==> config.mk <==
export PLATFORM = sky130hd
export DESIGN_NAME = fetch_queue_ctrl
export DESIGN_NICKNAME = d
export VERILOG_FILES = /design/src/rtl/fetch_queue_ctrl_pkg.sv /design/src/rtl/fetch_queue_ctrl.sv
export SDC_FILE = /design/constraint.sdc
export NUM_CORES = 1
export LEC_CHECK = 0
export CORE_ASPECT_RATIO = 0.9
export CORE_MARGIN = 8
export CORE_UTILIZATION = 30
export CTS_BUF_LIST = sky130_fd_sc_hd__clkbuf_2
export CTS_CLUSTER_DIAMETER = 60
export DETAILED_ROUTE_END_ITERATION = 16
export PLACE_DENSITY = 0.57
export SYNTH_ARGS = -nofsm -noshare
export SYNTH_HDL_FRONTEND = slang
export SYNTH_SLANG_ARGS = --single-unit
==> constraint.sdc <==
create_clock -name i_clk -period 3.3 [get_ports i_clk]
set_input_delay 0.66 -clock i_clk [delete_from_list [all_inputs] [get_ports i_clk]]
set_output_delay 0.66 -clock i_clk [all_outputs]
set_load 0.01 [all_outputs]
==> src/rtl/fetch_queue_ctrl_pkg.sv <==
// Shared types and constants for the fetch-to-decode instruction queue sequencer.
package fetch_queue_ctrl_pkg;

    localparam int          FQ_DATA_W      = 362;
    localparam logic [31:0] FQ_RESET_PC    = 32'h1c00_0000;
    localparam logic [31:0] FQ_FETCH_BYTES = 32'd8;

    typedef enum logic [0:0] {
        FQ_RUN   = 1'b0,
        FQ_DRAIN = 1'b1
    } fq_state_e;

endpackage

==> src/rtl/fetch_queue_ctrl.sv <==
// Credit-based fetch sequencer: issues fetches only when queue space is guaranteed,
// gates responses into the queue, and drains stale responses after a flush.
module fetch_queue_ctrl
    import fetch_queue_ctrl_pkg::*;
#(
    parameter int          QCAP         = 4,
    parameter int          MAX_INFLIGHT = 2,
    parameter logic [31:0] FETCH_BYTES  = FQ_FETCH_BYTES,
    parameter logic [31:0] RESET_PC     = FQ_RESET_PC,
    localparam int         OCC_W        = $clog2(QCAP + 1),
    localparam int         INF_W        = $clog2(MAX_INFLIGHT + 1)
) (
    input  logic             i_clk,
    input  logic             i_rst,
    input  logic             i_flush,
    input  logic [31:0]      i_flush_pc,
    output logic             o_req_valid,
    output logic [31:0]      o_req_pc,
    input  logic             i_req_ready,
    input  logic             i_resp_valid,
    output logic             o_fifo_w_en,
    output logic             o_fifo_clr,
    input  logic             i_deq,
    output logic [OCC_W-1:0] o_occ,
    output logic [INF_W-1:0] o_inflight
);

    fq_state_e        state_r, state_nxt_s;
    logic [31:0]      pc_r, pc_nxt_s;
    logic [OCC_W-1:0] occ_r, occ_nxt_s;
    logic [INF_W-1:0] inflight_r, inflight_nxt_s, inflight_post_resp_s;
    logic [OCC_W:0]   credit_sum_s;
    logic             can_issue_s;
    logic             req_valid_s;
    logic             fifo_w_en_s;
    logic             fifo_clr_s;
    logic             accept_s;

    assign credit_sum_s = {1'b0, occ_r} + (OCC_W+1)'(inflight_r);
    assign can_issue_s  = (credit_sum_s < (OCC_W+1)'(QCAP)) && (inflight_r < INF_W'(MAX_INFLIGHT));
    assign accept_s     = req_valid_s & i_req_ready;

    // A response with nothing outstanding is ignored rather than wrapping the counter.
    assign inflight_post_resp_s = (i_resp_valid && (inflight_r != '0)) ? (inflight_r - INF_W'(1'b1)) : inflight_r;
    assign inflight_nxt_s       = inflight_post_resp_s + INF_W'(accept_s);

    // Request, queue-write and queue-clear decode; flush overrides everything but reset.
    always_comb begin
        req_valid_s = 1'b0;
        fifo_w_en_s = 1'b0;
        fifo_clr_s  = 1'b0;
        if (i_rst) begin
            req_valid_s = 1'b0;
        end else if (i_flush) begin
            fifo_clr_s = 1'b1;
        end else begin
            case (state_r)
                FQ_RUN: begin
                    req_valid_s = can_issue_s;
                    fifo_w_en_s = i_resp_valid;
                end
                FQ_DRAIN: begin
                    req_valid_s = 1'b0;
                    fifo_w_en_s = 1'b0;
                end
                default: begin
                    req_valid_s = 1'b0;
                    fifo_w_en_s = 1'b0;
                end
            endcase
        end
    end

    // Next PC, occupancy and FSM state.
    always_comb begin
        pc_nxt_s    = pc_r;
        occ_nxt_s   = occ_r;
        state_nxt_s = state_r;
        if (i_flush) begin
            pc_nxt_s    = i_flush_pc;
            occ_nxt_s   = '0;
            state_nxt_s = (inflight_post_resp_s != '0) ? FQ_DRAIN : FQ_RUN;
        end else begin
            pc_nxt_s = accept_s ? (pc_r + FETCH_BYTES) : pc_r;
            if (fifo_w_en_s == i_deq) begin
                occ_nxt_s = occ_r;
            end else if (fifo_w_en_s) begin
                occ_nxt_s = occ_r + OCC_W'(1'b1);
            end else if (occ_r == '0) begin
                occ_nxt_s = occ_r;
            end else begin
                occ_nxt_s = occ_r - OCC_W'(1'b1);
            end
            if ((state_r == FQ_DRAIN) && (inflight_nxt_s == '0)) begin
                state_nxt_s = FQ_RUN;
            end else begin
                state_nxt_s = state_r;
            end
        end
    end

    // State and counter registers.
    always_ff @(posedge i_clk) begin
        if (i_rst) begin
            state_r    <= FQ_RUN;
            pc_r       <= RESET_PC;
            occ_r      <= '0;
            inflight_r <= '0;
        end else begin
            state_r    <= state_nxt_s;
            pc_r       <= pc_nxt_s;
            occ_r      <= occ_nxt_s;
            inflight_r <= inflight_nxt_s;
        end
    end

    assign o_req_valid = req_valid_s;
    assign o_req_pc    = pc_r;
    assign o_fifo_w_en = fifo_w_en_s;
    assign o_fifo_clr  = fifo_clr_s;
    assign o_occ       = occ_r;
    assign o_inflight  = inflight_r;

endmodule

==> reports/metrics.yaml <==
status: "complete, no violations"
drtIter0Drc: 86
fmax_mhz: 321
routedWlPerCell_um: 16.1
dp_hpwl_um: 5070
gr-usage-met1: 0.163
p_leak_uw: 0.00109
post-cts-setup-buffers: 0
synth-seq-cells: 38
ctsHoldBuffers: 0
die_w_um: 107
die_area_um2: 10400
startpoint_type: "input port"
hold_viol: 0
crit_chain: "clkdlybuf4s50_1 -> or4b_1 -> inv_1 -> clkdlybuf4s50_1"
critPathMaxStageDelay_ns: 0.62
grt_pass1_wl_um: 11700
first_global_vias: 2348
clkSlewWorstSetupHoldPaths_ns: 0.20
vias: 2288
syn_avg_cell_area_um2: 8.37
htreeDepth: 2
use_met3: 0.0484
cts_tree: "done"
antenna_found_initial: 0
critPathKind: "in -> out"
slew_headroom: 0.682
cts_buffer_depth: 2
fin_tns_setup_ns: 0
syn_to_final_growth_pct: 40.7
fin_crit_sh: 0.944
pin_count: 78
cp.required_ns: 2.64
synthArstFlopShare: 0
grt_max_degree: 31
critPathSlowestCell: "or4b_1"
rsz0062_at_grt: "no"
antenna_left: 0
critPathTopFamily: "buffers and inverters"
grt-ovfl-total: 0
path_common_cell: "clkdlybuf4s50_1"
drt-pass1-iter-count: 6
grt_use_met2: 0.222
grt_use_total: 0.136
synth_cell_types: 52
worst-path-buf-inv: 3
routed_wl_um: 7010
numCtsBuffers: 5
min_period_ns: 3.12
maxSlewViolCount: 0
instances_no_fill: 436
die_h_um: 97.6
cap_violations: 0
irDropWorstVdd_v: 0.000138
crit_fanout: 4
syn_inst: 265
synth_seq_area_share: 0.343
row_count: 29
postSynthNetCount: 308
viasPerCell: 5.25
fin_nets: 385
p_per_area_nw_per_um2: 374
hold_path_class: "reg -> reg"
skew_ns: 0.0244
syn_area_um2: 2220
drive_gt1_frac: 0.0700
critPathCaptureType: "primary output"
setup_viol: 0
worstSkewPairLatency_ns: 0.39
ys.flop_type: "dfxtp_1"
arrival_ns: 2.46
drc: 0
io_buffers: 77
ctsResizeCount: 0
yosys_warnings: 0
place_inst: 428
clockRootBuffer: "clkbuf_2"
synth-edff-count: 0
clock_sinks: 38
tightest_slew_ns: 0.475
initial_core_util: 0.312
core_um2: 7110
place_congestion: 0.811
grt.busiest_layer: "met2"
antenna_cells: 0
[final cells by class]
class	count	area, um2
Clock buffer	6	30.0
Clock inverter	2	8.76
Fill cell	735	3990
Inverter	8	31.3
Multi-Input combinational cell	207	1360
Sequential cell	38	761
Tap cell	93	116
Timing Repair Buffer	82	808
[placed cells by master, fill, tap and decap left out, drive strengths merged, types with 2 or more instances in the layout]
| cell | instances |
|---|---|
| nand2 | 31 |
| mux2 | 3 |
| a211oi | 8 |
| clkinv | 3 |
| dfxtp | 38 |
| o21bai | 2 |
| clkdlybuf4s50 | 77 |
| o311ai | 7 |
| or4 | 5 |
| nor2 | 22 |
| clkbuf | 6 |
| o21ai | 11 |
| buf | 5 |
| nor2b | 2 |
| and2 | 2 |
| nand4 | 13 |
| and3 | 6 |
| nor3 | 6 |
| o211ai | 5 |
| mux2i | 4 |
| and4 | 3 |
| xnor2 | 5 |
| inv | 7 |
| xor2 | 5 |
| ha | 4 |
| a21oi | 15 |
| a31oi | 6 |
| or2 | 2 |
| or3 | 2 |
| a32oi | 3 |
| nor4 | 4 |
| nand3 | 21 |
[cells by family (layout without fill, tap and decap cells)]
family	count (synthesis)	count (layout)	share of synthesized area
AO/OA/AOI/OAI	62	62	0.189
buffers and inverters	20	98	0.0418
flip-flops	38	38	0.343
multiplexers	7	7	0.0333
XOR/XNOR	10	10	0.0395
adder cells (fa/ha/maj)	5	5	0.0316
AND/OR/NAND/NOR	123	123	0.322
[registers in the layout (all words and copies together), names as in the netlist]
| signal | cells |
|---|---|
| o_inflight | 2 |
| o_req_pc | 32 |
| o_occ | 3 |
| state_r | 1 |
[metal layers]
metal  wire [um]  vias up
met3         492        7
met1        3150     1064
met5           0        -
li1            -     1158
met4          54        0
met2        3310       59
[synthesized netlist by cell type (all sizes together) (2+ instances only)]
cell,number,share of area
dfxtp,38,0.34
nand2,31,0.052
nor2,22,0.043
nand3,21,0.050
a21oi,15,0.034
nand4,13,0.053
o21ai,11,0.025
clkbuf,9,0.015
a211oi,8,0.029
inv,7,0.012
o311ai,7,0.028
a31oi,6,0.017
and3,6,0.017
nor3,6,0.016
o211ai,5,0.017
or4,5,0.017
xnor2,5,0.020
xor2,5,0.020
ha,4,0.023
mux2i,4,0.018
nor4,4,0.025
a32oi,3,0.012
and4,3,0.012
buf,3,0.012
mux2,3,0.015
and2,2,0.0056
nor2b,2,0.0056
o21bai,2,0.0068
or2,2,0.0056
or3,2,0.0056
[report_power, final]
part           switching [uW]  total, uW  internal, uW
Clock                     158        210          52.2
Combinational             181        394           213
Sequential               60.5        562           502
[tightest hold or removal path, stage by stage, from the launching register on]
cell     delay [ns]
dfxtp_1        0.38
mux2i_1        0.07
nor2_1         0.07
[through the flow]
stage | area [um2] | power (uW) | hold slack (ns) | util | worst slack (ns)
final | 3120 | 1170 | 0.531 | 0.439 | 0.184
after detailed placement | 3080 | 972 | 0.489 | 0.433 | 0.196
after global placement | 3080 | 968 | 0.473 | 0.433 | 0.205
after floorplan | 2220 | 783 | 0.491 | - | 0.789
after CTS | 3120 | 1180 | 0.541 | 0.439 | 0.193
after global routing | 3120 | 1250 | 0.583 | 0.439 | 0.150
[worst paths after layout]
check / startpoint / endpoint / slack, ns / depth (start not counted)
worst min-delay path: o_req_pc[2] / o_req_pc[2] / 0.53 / 2
worst max-delay path: i_flush / o_fifo_w_en / 0.18 / 4
worst min register to register: o_req_pc[2] / o_req_pc[2] / 0.53 / 2
worst max register to register: o_occ[1] / o_req_pc[7] / 1.02 / 7
(Power assumes the default switching activity.)
